File: src/rtl/msg_bit_packer_pkg.sv
// Shared definitions for the message bit packer: state encoding, default sizes
// and the FIFO entry layout.
package msg_bit_packer_pkg;

  localparam int unsigned DefOutW  = 8;
  localparam int unsigned DefNbW   = 4;
  localparam int unsigned DefDepth = 4;

  localparam logic [1:0] StIdle    = 2'd0;
  localparam logic [1:0] StCollect = 2'd1;
  localparam logic [1:0] StFlush   = 2'd2;

  // FIFO entry layout, MSB to LSB: {last, nbits[NB_W-1:0], data[OUT_W-1:0]}
  function automatic int unsigned entry_w(input int unsigned out_w, input int unsigned nb_w);
    return out_w + nb_w + 1;
  endfunction

endpackage

File: src/rtl/msg_bit_packer_if.sv
// Packed-word output stream of the message bit packer (valid/ready).
interface msg_bit_packer_if
  import msg_bit_packer_pkg::*;
#(
  parameter int unsigned OUT_W = DefOutW,
  parameter int unsigned NB_W  = DefNbW
);
  logic [OUT_W-1:0] out_data;
  logic [NB_W-1:0]  out_nbits;
  logic             out_last;
  logic             out_vld;
  logic             out_rdy;

  modport master (output out_data, out_nbits, out_last, out_vld, input out_rdy);
  modport slave  (input out_data, out_nbits, out_last, out_vld, output out_rdy);
endinterface

File: src/rtl/msg_word_fifo.sv
// Generic synchronous show-ahead FIFO; head data reads as 0 while empty.
module msg_word_fifo #(
  parameter int unsigned WIDTH = 13,
  parameter int unsigned DEPTH = 4,
  parameter int unsigned AW    = 2
) (
  input  logic             clk,
  input  logic             rst_b,
  input  logic             push,
  input  logic [WIDTH-1:0] wdata,
  input  logic             pop,
  output logic [WIDTH-1:0] rdata,
  output logic             full,
  output logic             empty
);

  logic [WIDTH-1:0] mem_q [DEPTH];
  logic [AW:0]      wr_ptr_q, rd_ptr_q;
  logic             do_push, do_pop;

  assign empty   = (wr_ptr_q == rd_ptr_q);
  assign full    = (wr_ptr_q[AW] != rd_ptr_q[AW]) && (wr_ptr_q[AW-1:0] == rd_ptr_q[AW-1:0]);
  assign do_pop  = pop && !empty;
  // A push into a full FIFO is fine when the head leaves on the same edge.
  assign do_push = push && (!full || do_pop);
  assign rdata   = empty ? '0 : mem_q[rd_ptr_q[AW-1:0]];

  always_ff @(posedge clk or negedge rst_b) begin
    if (!rst_b) begin
      wr_ptr_q <= '0;
      rd_ptr_q <= '0;
    end else begin
      if (do_push) wr_ptr_q <= wr_ptr_q + 1'b1;
      if (do_pop)  rd_ptr_q <= rd_ptr_q + 1'b1;
    end
  end

  always_ff @(posedge clk) begin
    if (do_push) mem_q[wr_ptr_q[AW-1:0]] <= wdata;
  end

endmodule

File: src/rtl/msg_bit_packer.sv
// Packs decoder message bits MSB-first into words and closes each message with a
// left-aligned last word. Optional bit counter: define MSG_PACK_BITCNT_EN.
module msg_bit_packer
  import msg_bit_packer_pkg::*;
#(
  parameter int unsigned OUT_W = DefOutW,
  parameter int unsigned NB_W  = DefNbW,
  parameter int unsigned DEPTH = DefDepth,
  parameter int unsigned AW    = 2
) (
  input  logic             clk,
  input  logic             rst_b,
  input  logic             start,
  input  logic             bit_in,
  input  logic             bit_vld,
  input  logic             msg_done,
  msg_bit_packer_if.master out_if,
  output logic             busy,
  output logic             overflow
`ifdef MSG_PACK_BITCNT_EN
  ,
  output logic [15:0]      msg_bits
`endif
);

  localparam int unsigned EntryW = OUT_W + NB_W + 1;

  logic [1:0]        state_q, state_d;
  logic [OUT_W-1:0]  shift_q, shift_d;
  logic [NB_W-1:0]   cnt_q, cnt_d;
  logic              ovf_q, ovf_d;
  logic              push, pop, can_push, fifo_full, fifo_empty;
  logic [EntryW-1:0] push_entry, head;
  logic [OUT_W-1:0]  shifted, flush_data;

  assign shifted    = {shift_q[OUT_W-2:0], bit_in};
  assign flush_data = (cnt_q == '0) ? '0 : (shift_q << (NB_W'(OUT_W) - cnt_q));
  assign pop        = out_if.out_vld && out_if.out_rdy;
  assign can_push   = !fifo_full || pop;

  always_comb begin
    state_d    = state_q;
    shift_d    = shift_q;
    cnt_d      = cnt_q;
    ovf_d      = ovf_q;
    push       = 1'b0;
    push_entry = '0;
    case (state_q)
      StIdle: begin
        if (start) begin
          shift_d = '0;
          cnt_d   = '0;
          ovf_d   = 1'b0;
          state_d = StCollect;
        end
      end
      StCollect: begin
        if (bit_vld) begin
          shift_d = shifted;
          if (cnt_q == NB_W'(OUT_W - 1)) begin
            cnt_d      = '0;
            push       = 1'b1;
            push_entry = {1'b0, NB_W'(OUT_W), shifted};
            if (!can_push) ovf_d = 1'b1;
          end else begin
            cnt_d = cnt_q + NB_W'(1);
          end
        end
        if (msg_done) state_d = StFlush;
      end
      StFlush: begin
        // Hold here until the last word fits; it is never dropped.
        push       = 1'b1;
        push_entry = {1'b1, cnt_q, flush_data};
        if (can_push) state_d = StIdle;
      end
      default: state_d = StIdle;
    endcase
  end

  always_ff @(posedge clk or negedge rst_b) begin
    if (!rst_b) begin
      state_q <= StIdle;
      shift_q <= '0;
      cnt_q   <= '0;
      ovf_q   <= 1'b0;
    end else begin
      state_q <= state_d;
      shift_q <= shift_d;
      cnt_q   <= cnt_d;
      ovf_q   <= ovf_d;
    end
  end

  msg_word_fifo #(
    .WIDTH(EntryW),
    .DEPTH(DEPTH),
    .AW   (AW)
  ) u_fifo (
    .clk  (clk),
    .rst_b(rst_b),
    .push (push),
    .wdata(push_entry),
    .pop  (pop),
    .rdata(head),
    .full (fifo_full),
    .empty(fifo_empty)
  );

  assign out_if.out_data  = head[OUT_W-1:0];
  assign out_if.out_nbits = head[EntryW-2 -: NB_W];
  assign out_if.out_last  = head[EntryW-1];
  assign out_if.out_vld   = !fifo_empty;
  assign busy             = (state_q != StIdle);
  assign overflow         = ovf_q;

`ifdef MSG_PACK_BITCNT_EN
  logic [15:0] bits_q;

  always_ff @(posedge clk or negedge rst_b) begin
    if (!rst_b) begin
      bits_q <= '0;
    end else if (state_q == StIdle && start) begin
      bits_q <= '0;
    end else if (state_q == StCollect && bit_vld && bits_q != 16'hFFFF) begin
      bits_q <= bits_q + 16'd1;
    end
  end

  assign msg_bits = bits_q;
`endif

endmodule

File: src/flat_wrapper.sv
// flat-port wrapper written by rule: the top's interface ports become plain ports
module msg_bit_packer_flat import msg_bit_packer_pkg::*;
#(
  parameter int unsigned OUT_W = DefOutW,
  parameter int unsigned NB_W  = DefNbW,
  parameter int unsigned DEPTH = DefDepth,
  parameter int unsigned AW    = 2
)
  (clk, rst_b, start, bit_in, bit_vld, msg_done, busy, overflow, out_if_out_data, out_if_out_nbits, out_if_out_last, out_if_out_vld, out_if_out_rdy);
  msg_bit_packer_if #(.OUT_W(OUT_W), .NB_W(NB_W)) out_if_i ();
  input  logic clk;
  input  logic rst_b;
  input  logic start;
  input  logic bit_in;
  input  logic bit_vld;
  input  logic msg_done;
  output logic busy;
  output logic overflow;
  output wire logic [$bits(out_if_i.out_data)-1:0] out_if_out_data;
  output wire logic [$bits(out_if_i.out_nbits)-1:0] out_if_out_nbits;
  output wire logic [$bits(out_if_i.out_last)-1:0] out_if_out_last;
  output wire logic [$bits(out_if_i.out_vld)-1:0] out_if_out_vld;
  input wire logic [$bits(out_if_i.out_rdy)-1:0] out_if_out_rdy;
  assign out_if_out_data = out_if_i.out_data;
  assign out_if_out_nbits = out_if_i.out_nbits;
  assign out_if_out_last = out_if_i.out_last;
  assign out_if_out_vld = out_if_i.out_vld;
  assign out_if_i.out_rdy = out_if_out_rdy;
  msg_bit_packer #(.OUT_W(OUT_W), .NB_W(NB_W), .DEPTH(DEPTH), .AW(AW)) u_core (.clk(clk), .rst_b(rst_b), .start(start), .bit_in(bit_in), .bit_vld(bit_vld), .msg_done(msg_done), .out_if(out_if_i), .busy(busy), .overflow(overflow));
endmodule
File: config.mk
export PLATFORM = sky130hd
export DESIGN_NAME = msg_bit_packer_flat
export DESIGN_NICKNAME = d
export VERILOG_FILES = /design/src/rtl/msg_bit_packer_pkg.sv /design/src/rtl/msg_bit_packer_if.sv /design/src/rtl/msg_word_fifo.sv /design/src/rtl/msg_bit_packer.sv /design/src/flat_wrapper.sv
export SDC_FILE = /design/constraint.sdc
export NUM_CORES = 1
export LEC_CHECK = 0
export ABC_AREA = 1
export CORE_MARGIN = 2
export CORE_UTILIZATION = 40
export DETAILED_ROUTE_END_ITERATION = 12
export GPL_TIMING_DRIVEN = 0
export PLACE_DENSITY = 0.68
export SKIP_LAST_GASP = 1
export SYNTH_ARGS = -nofsm -noshare
export SYNTH_HDL_FRONTEND = slang
export SYNTH_HIERARCHICAL = 1
export SYNTH_SLANG_ARGS = --single-unit
File: constraint.sdc
create_clock -name clk -period 2.51 [get_ports clk]
set_clock_uncertainty 0.2 [all_clocks]
set_input_delay 0.3765 -clock clk [delete_from_list [all_inputs] [get_ports clk]]
set_output_delay 0.3765 -clock clk [all_outputs]
set_load 0.05 [all_outputs]
==> results.md <==
| Metric | This run | Unit |
|---|---|---|
| I/O pin count | 23 | - |
| # DRC | 0 | - |
| All-Layer GR Usage | 17.1 | % |
| Setup repair after global routing missed its margin | yes | - |
| Remaining global-route overflow | 0 | - |
| Sinks on the clock net | 73 | - |
| Horiz. Die Dim | 102 | um |
| Final antenna-violating net count | 0 | - |
| Number of synthesized register bits | 73 | - |
| Number of flops mapped to enable cells by yosys | 52 | - |
| Arrival time at the worst endpoint | 1.82 | ns |
| Top layer used by detailed routing | met4 | - |
| Proportion of synthesized flip-flops having asynchronous set or reset | 28.8 | % |
| Routability cong. | 0.839 | - |
| Final cell count without fillers | 589 | - |
| Routed via count | 2832 | - |
| Max_cap viols | 0 | - |
| Part of the Yosys area used for sequential elements | 53.9 | % |
| Port Buffer Count | 22 | - |
| Maximum buffer depth of the clock tree | 2 | - |
| Antenna violations before repair | 0 | - |
| Syn Inst Count | 412 | - |
| Cell total after placement | 563 | - |
| Startpoint type of the worst setup path | flip-flop | - |
| Clock transition at the register clock pins on the worst setup and hold paths after CTS | 0.08 | ns |
| Run status | finished, final reports clean | - |
| Metal1 wirelength | 3650 | um |
| Number of global-route vias before repair | 2802 | - |
| Post-Synthesis Mean Instance Area | 9.39 | um2 |
| Power Dens Cells | 1300 | nW/um2 |
| Detail Route met3 WL | 266 | um |
| Max-slew violation count | 0 | - |
| Synth-to-layout area growth | 18.3 | % |
| Crit share post-route | 95.5 | % |
| Final Setup Violations | 0 | - |
| Worst hold path type | flip-flop to flip-flop | - |
| Leading post-synthesis cells by instance count | sky130_fd_sc_hd__nand2_1, sky130_fd_sc_hd__edfxtp_1, sky130_fd_sc_hd__nor2_1 | - |
| Pin count of the biggest net entering global routing | 22 | - |
| Post-synthesis net count | 431 | - |
| Met2 WL | 3920 | um |
| Total power of the final layout | 0.00595 | W |
| Floorplan die area | 10500 | um2 |
| Highest Clock Rate | 0.417 | GHz |
| IR Drop Worst-Case VDD | 0.567 | mV |
| Leading cell types by total area after synthesis | sky130_fd_sc_hd__edfxtp_1, sky130_fd_sc_hd__dfrtp_1, sky130_fd_sc_hd__nand2_1, sky130_fd_sc_hd__nor2_1, sky130_fd_sc_hd__inv_1 | - |
| Reported leakage power | 1.93 | nW |
| Worst hold slack | 0.298 | ns |
| Number of failing hold endpoints at the final stage | 0 | - |
| CP endpoint kind | output port | - |
| Synth area leader | sky130_fd_sc_hd__edfxtp_1 | - |
| Most repeated cell in the gate-level netlist after synthesis | sky130_fd_sc_hd__nand2_1 | - |
| Number of DRC markers after the initial detailed-route iteration | 93 | - |
| Data required time at the worst endpoint | 1.93 | ns |
| Average detailed-routed wire length per instance | 13.6 | um |
| Total of warnings raised by yosys | 6 | - |
| Final period demand of the worst path | 2.40 | ns |
| Area inside the core boundary | 9330 | um2 |
| Global-route wire length before repair | 13600 | um |
| Via density | 4.81 | - |
| Most used flip-flop cell after synthesis | sky130_fd_sc_hd__edfxtp_1 | - |
| Final core utilization | 49.1 | % |
| Maximum fanout encountered on the critical timing path | 10 | - |
| Core Rows | 35 | - |
| Netlist area before placement | 3870 | um2 |
| Post-Route WL | 8000 | um |
| Starting density of the core | 41.5 | % |
| Worst relative slew slack | 35.5 | % |
| Number of buffers inserted for hold repair after clock tree synthesis | 0 | - |
| Pin slew with the least headroom to its limit | 0.965 | ns |
| Fill count | 871 | - |
| Number of distinct library cell variants in the gate-level netlist after synthesis | 35 | - |
| Die Height | 102 | um |
| HPWL reported at the end of detailed placement | 5460 | um |
| Total CTS buffers | 9 | - |
| H-Tree Level Count | 3 | - |
| Post-layout nets | 474 | - |
| Drt first pass iters | 4 | - |
| Inserted Diodes | 0 | - |
| Crit Path Category | flip-flop to output port | - |
| Yosys top cell area share | 40.4 | % |
| Ratio of cells with drive above 1 in the final layout | 21.1 | % |
| Library cell used as clock root buffer | sky130_fd_sc_hd__clkbuf_8 | - |
| Clock network latency to the later pin of the worst-skew pair | 0.36 | ns |
| TritonCTS clock tree | built | - |
==> stage by stage <==
stage / area (um2) / worst slack, ns / setup TNS [ns]
after floorplan: 3880 / -0.0407 / -2.12
final: 4580 / 0.112 / 0
after CTS: 4520 / -0.0261 / -0.0284
after detailed placement: 4260 / -0.604 / -33.10
after global placement: 4260 / -0.559 / -31.07
after global routing: 4580 / -0.0361 / -0.0788
==> state kept, by name, summed over array words and instances (netlist names) <==
name and cells:
u_core/u_fifo/rd_ptr_q 3, u_core/cnt_q 4, u_core/u_fifo/wr_ptr_q 3, u_core/overflow 1, u_core/u_fifo/mem_q 52, u_core/shift_q 8, u_core/state_q 2
==> worst max-delay path, stage by stage, from the launching register on <==
cell and delay (ns):
sky130_fd_sc_hd__dfrtp_1 0.43, sky130_fd_sc_hd__buf_6 0.18, sky130_fd_sc_hd__buf_4 0.18, sky130_fd_sc_hd__nor2_1 0.06, sky130_fd_sc_hd__nor2_1 0.08, sky130_fd_sc_hd__o21ai_0 0.09, sky130_fd_sc_hd__o21ai_1 0.11, sky130_fd_sc_hd__nand2_1 0.07
sky130_fd_sc_hd__inv_1 0.05, sky130_fd_sc_hd__clkbuf_4 0.22
==> worst paths after layout <==
| kind | slack, ns | cells past startpoint | endpoint | start |
|---|---|---|---|---|
| max | 0.11 | 9 | out_if_out_data[6] | u_core/u_fifo/rd_ptr_q[0] |
| min in group asynchronous | 0.35 | 1 | u_core/shift_q[2] | rst_b |
| min | 0.30 | 2 | u_core/shift_q[7] | u_core/shift_q[7] |
| max in group asynchronous | 1.11 | 1 | u_core/u_fifo/wr_ptr_q[0] | rst_b |
| max reg2reg | 0.13 | 12 | u_core/u_fifo/mem_q[0][12] | u_core/u_fifo/rd_ptr_q[0] |
| min reg2reg | 0.30 | 2 | u_core/shift_q[7] | u_core/shift_q[7] |
==> cell usage in the layout, fill, tap and decap left out, types with 5 or more instances in the layout <==
cell,count
sky130_fd_sc_hd__buf_6,7
sky130_fd_sc_hd__buf_4,9
sky130_fd_sc_hd__nand3_1,28
sky130_fd_sc_hd__nor2_1,43
sky130_fd_sc_hd__nand2_1,87
sky130_fd_sc_hd__nand2_2,5
sky130_fd_sc_hd__ha_1,11
sky130_fd_sc_hd__a21oi_1,7
sky130_fd_sc_hd__inv_1,43
sky130_fd_sc_hd__clkdlybuf4s50_1,7
sky130_fd_sc_hd__nor3_1,5
sky130_fd_sc_hd__a21oi_2,5
sky130_fd_sc_hd__dfrtp_1,20
sky130_fd_sc_hd__o21ai_0,32
sky130_fd_sc_hd__clkbuf_8,9
sky130_fd_sc_hd__clkbuf_4,7
sky130_fd_sc_hd__o21ai_1,17
sky130_fd_sc_hd__nor2_4,9
sky130_fd_sc_hd__buf_2,13
sky130_fd_sc_hd__nand3_2,5
sky130_fd_sc_hd__edfxtp_1,52
==> per-layer routing <==
metal / vias to the layer above / GRT usage (%)
met1: 1312 / 22.5
li1: 1439 / -
met3: 10 / 2.53
met5: - / 0
met2: 71 / 27.7
met4: 0 / 8.72
==> final cells by class <==
class	instances	area [um2]	area share (%)
inverter	47	181	3.96
multi-input combinational	275	1540	33.7
clock inverter	7	60.1	1.31
sequential	73	2090	45.6
clock buffer	9	124	2.71
buffer	17	138	3.01
timing repair buffer	32	284	6.21
tap	129	161	3.53
==> where the power goes <==
group | switching (W) | internal, W
Clock | 0.000493 | 0.000375
Sequential | 0.000124 | 0.00146
Combinational | 0.00242 | 0.00108
==> cell families (layout without fill, tap and decap cells) <==
logic type	after synthesis	count (layout)	share of synthesized area (%)
AO/OA/AOI/OAI	67	67	9.35
AND/OR/NAND/NOR	189	189	22.4
XOR/XNOR	7	7	2.56
flip-flops	73	73	53.9
adder cells (fa/ha/maj)	12	12	3.88
buffers and inverters	64	112	7.83
==> what timing repair did <==
item / CTS / global route
gates resized for setup: 75 / 26
endpoints found under the setup margin: 67 / 76
pin swaps: 4 / 3
buffers inserted: 6 / 4
No activity file was read; power rests on OpenSTA's default activity.
==> variant 1, RTL diff (config.mk and constraints unchanged) <==
`AW` is set to 2 in 3 places; all go to 4.
--- a/src/rtl/msg_word_fifo.sv
+++ b/src/rtl/msg_word_fifo.sv
@@ -4,3 +4,3 @@
   parameter int unsigned DEPTH = 4,
-  parameter int unsigned AW    = 2
+  parameter int unsigned AW    = 4
 ) (
--- a/src/rtl/msg_bit_packer.sv
+++ b/src/rtl/msg_bit_packer.sv
@@ -8,3 +8,3 @@
   parameter int unsigned DEPTH = DefDepth,
-  parameter int unsigned AW    = 2
+  parameter int unsigned AW    = 4
 ) (
--- a/src/flat_wrapper.sv
+++ b/src/flat_wrapper.sv
@@ -6,3 +6,3 @@
   parameter int unsigned DEPTH = DefDepth,
-  parameter int unsigned AW    = 2
+  parameter int unsigned AW    = 4
 )
Function: no difference found for any inputs over 10 cycles, from zero or initial values and one cycle with rst_b low; that may be too few to reach the edited logic, so the function may still have changed.
==> variant 1 against the original RTL <==
Routed wire length grew 8.9%. First-iteration DRC count grew 23%. Final area grew 6.9%. Sequential share of layout area shrank 0.87 points. Sequential power grew 6%. Sequential cell count grew 4. Power grew 7.3%. Setup slack lost 86 ps. Combinational power grew 8.0%. Synthesized area grew 5.3%. Highest routed layer unchanged.
==> variant 1: results (changes against the original RTL) <==
[outcome]
status = complete, no violations

[global_route]
grt_pass1_vias = 2922  ; +4.3%
track_usage_pct = 16.7  ; -0.42 points
grt_use_met2_pct = 26.9  ; -0.73 points
met1_usage_pct = 21.7  ; -0.80 points
grt_pass1_wl_um = 14400  ; +5.9%

[finish]
inverters = 52  ; +11%
final_cells = 627  ; +6.5%
drive_above_1_share_pct = 23.1  ; +2.0 points
multi_input_area_um2 = 1640  ; +6.7%
nMultiInputCombCells = 289  ; +5.1%
seq_area_share_pct = 44.8  ; -0.87 points
buffer_area_share_pct = 10.2  ; +0.96 points
nClkBuffers = 10  ; +1
nFillCells = 919  ; +5.5%
multi_input_area_share_pct = 33.6  ; -0.063 points
finish.net_count = 508  ; +7.2%

[placed_design]
post_dp_cell_area_um2 = 4470  ; +4.9%
hpwl_um = 5770  ; +5.6%
finalWeightedCongestion = 0.845  ; +0.66%

[route]
vias_per_cell = 4.86  ; +1.2%
wl_met1_um = 3930  ; +7.8%
met3_wirelength_um = 325  ; +22%
wl_um = 8720  ; +8.9%
wl_met2_um = 4330  ; +11%

[logic_synthesis]
yosys-top-cells-count = 108 x nand2_1, 52 x edfxtp_1, 45 x inv_1
async_flop_share_pct = 32.5  ; +3.7 points
ys_seq_area_share_pct = 53.7  ; -0.26 points
ys_ff_latch = 77  ; +5.5%
synthTopCellsByArea = edfxtp_1 38%, dfrtp_1 15%, nand2_1 10%
synthXorXnorAreaFrac_pct = 2.79  ; +0.24 points
yosysUniqueCellTypes = 36  ; +2.9%
synth_compound_area_share_pct = 9.40  ; +0.051 points
synth.avg_cell_area_um2 = 9.39  ; about the same

[clock_network]
cts-resized-gates = 83  ; +11%
post_cts_buffers = 12  ; +6

[power_and_ir_drop]
power.leakage_nw = 2.09  ; +8.6%
ir_worst_vdd_uv = 665  ; +17%

[worst_setup_path]
reg2reg_depth = 13  ; +1
rrSetupSlack_ps = 60  ; -70 ps
crit_slowest_cell = dfrtp_2

[timing]
tightest_slew_ps = 1230  ; +264 ps
fin_hold_ws_ps = 304  ; +6.24 ps

variant 1: cell types whose count changed after synthesis, sizes merged, moves of 2 or more:
| cell | delta |
|---|---|
| xnor2 | +2 |
| o21ai | -12 |
| nand2 | +19 |
| dfrtp | +4 |
| nand3 | +3 |
| o22ai | +13 |
| clkbuf | +2 |
| buf | -3 |
| nor2 | -12 |
| inv | +5 |
variant 1: through the flow:
| stage | worst slack [ps] | power [mW] |
|---|---|---|
| after CTS | -101 | 6.29 |
| after floorplan | -81.3 | 4.38 |
| after global placement | -630 | 5.27 |
| final | 25.5 | 6.39 |
| after global routing | -53.8 | 6.83 |
| after detailed placement | -664 | 5.33 |
variant 1: power by group through the flow:
stage | Clock (mW) | Sequential (mW) | Combinational, mW
CTS | 0.938 | 1.68 | 3.68
detailed placement | 0 | 1.72 | 3.62
finish | 0.912 | 1.68 | 3.79
floorplan | 0 | 1.68 | 2.70
global placement | 0 | 1.71 | 3.56
global route | 0.987 | 1.71 | 4.14
==> variant 2, RTL diff (same settings) <==
Without the edit above. Take the reset off `shift_q` and load it in a clocked block of its own.
--- a/src/rtl/msg_bit_packer.sv
+++ b/src/rtl/msg_bit_packer.sv
@@ -83,3 +83,2 @@
       state_q <= StIdle;
-      shift_q <= '0;
       cnt_q   <= '0;
@@ -88,3 +87,2 @@
       state_q <= state_d;
-      shift_q <= shift_d;
       cnt_q   <= cnt_d;
@@ -92,2 +90,6 @@
     end
+  end
+
+  always_ff @(posedge clk) begin
+    shift_q <= shift_d;
   end
Function: no difference found for any inputs over 4 cycles, from zero or initial values and one cycle with rst_b low; that may be too few to reach the edited logic, so the function may still have changed.
==> variant 2 against the original RTL <==
Die area shrank 2.1%. Non-clock buffer count shrank 4. Via count shrank 2.6%. Global-route usage shrank 0.62 points. Setup slack gained 13 ps. Synthesized area shrank 2.1%. Synthesized cell count shrank 2.7%. Sequential cell count is the same. Final area shrank 1.8%. Count of clock-buffer cells in the layout is the same. Power grew 2.6%. Routed wire length shrank 3.8%. Sequential power grew 9%. Critical endpoint is now out_if_out_vld.
==> variant 2: results (changes against the original RTL) <==
[power_and_ir_drop]
power.leakage_nw = 1.97  ; +2.5%

[logic_synthesis]
synthTopCellsByArea = edfxtp_1 48%, nand2_1 8.7%, dfrtp_1 8.6%
async_flop_share_pct = 17.8  ; -11 points
synth_nets = 420  ; -2.6%
yosys-top-cells-count = 88 x nand2_1, 60 x edfxtp_1, 49 x inv_1, 49 x nor2_1, 33 x o21ai_0
synth_edf_count = 60  ; +15%
yosysUniqueCellTypes = 34  ; -2.9%

[outcome]
status = complete, no violations

[worst_setup_path]
rr_endpoint = u_core/u_fifo/mem_q[1][7]$_DFFE_PP_
cp-endpoint = out_if_out_vld
crit-reg2reg-launch = u_core/u_fifo/rd_ptr_q[1]$_DFFE_PN0P_
reg2reg_depth = 11  ; -1

[min_path]
hold_class = input port to asynchronous set/reset pin

[finish]
clock_cell_area_share_pct = 4.87  ; +0.85 points
layout.non_clock_buffers = 45  ; -8.2%
buffer_area_share_pct = 8.69  ; -0.52 points
drive_above_1_share_pct = 18.5  ; -2.6 points
finish.net_count = 462  ; -2.5%
stdcell_area_um2 = 4490  ; -1.8%
nMultiInputCombCells = 261  ; -5.1%
seqCellArea_um2 = 2130  ; +1.9%

[global_route]
grt_pass1_wl_um = 13000  ; -4.5%
track_usage_pct = 16.5  ; -0.62 points
grt_max_degree = 14  ; -36%

[timing]
tightest_slew_ps = 623  ; -342 ps
fin_crit_sh_pct = 95.0  ; -0.51 points

[clock_network]
cts-resized-gates = 76  ; +1.3%

[route]
vias_per_cell = 4.94  ; +2.7%
wl_um = 7700  ; -3.8%

-- variant 2: cell types whose count changed after synthesis, sizes merged, moves of 4 or more --
| cell | change |
|---|---|
| buf | -4 |
| edfxtp | +8 |
| o21ai | -9 |
| inv | +6 |
| nand3 | -4 |
| dfrtp | -8 |
-- variant 2: layer usage --
layer	GRT usage, %	vias to the layer above	part of all wire (%)	wire length (µm)
met1	21.9	1281	46	3510
li1	-	1401	-	-
met5	0	-	0	0
met3	2.48	10	4.3	334
met2	26.6	67	49	3740
met4	7.80	0	1.6	121
-- variant 2: cells by family after synthesis --
kind of cell | after synthesis | synth area share [%]
AOI/OAI and AO/OA | 60 | 8.39
adders and majority gates | 12 | 3.97
buffers and inverters | 67 | 7.96
and+or+nand+nor | 183 | 21.4
xor gates and xnor gates | 6 | 2.08
DFF | 73 | 56.2
-- variant 2: stage by stage --
step                      util (%)  power (mW)  hold WS (ps)  cells  TNS [ps]
after floorplan                  -        4.23          -119    401     -2120
after global placement        45.2        5.07           292    534    -30270
after detailed placement      45.2        5.13           293    534    -32880
after CTS                     48.3        6.05           230    555         0
after global routing          48.9        6.57           275    559     -12.3
final                         48.9        6.11           219    559         0
-- variant 2: worst max-delay path, cell delays in order, from the launching register on --
cell and delay (ps):
dfrtp_1 410, buf_6 170, xnor2_4 240, nand3_4 130, buf_8 160, inv_1 110, inv_1 50, buf_2 200
-- variant 2: power by group through the flow --
| stage | logic (mW) | clock network [mW] | registers (mW) |
|---|---|---|---|
| CTS | 3.30 | 1.03 | 1.72 |
| detailed placement | 3.39 | 0 | 1.75 |
| finish | 3.37 | 1.01 | 1.73 |
| floorplan | 2.53 | 0 | 1.70 |
| global placement | 3.33 | 0 | 1.74 |
| global route | 3.74 | 1.07 | 1.76 |
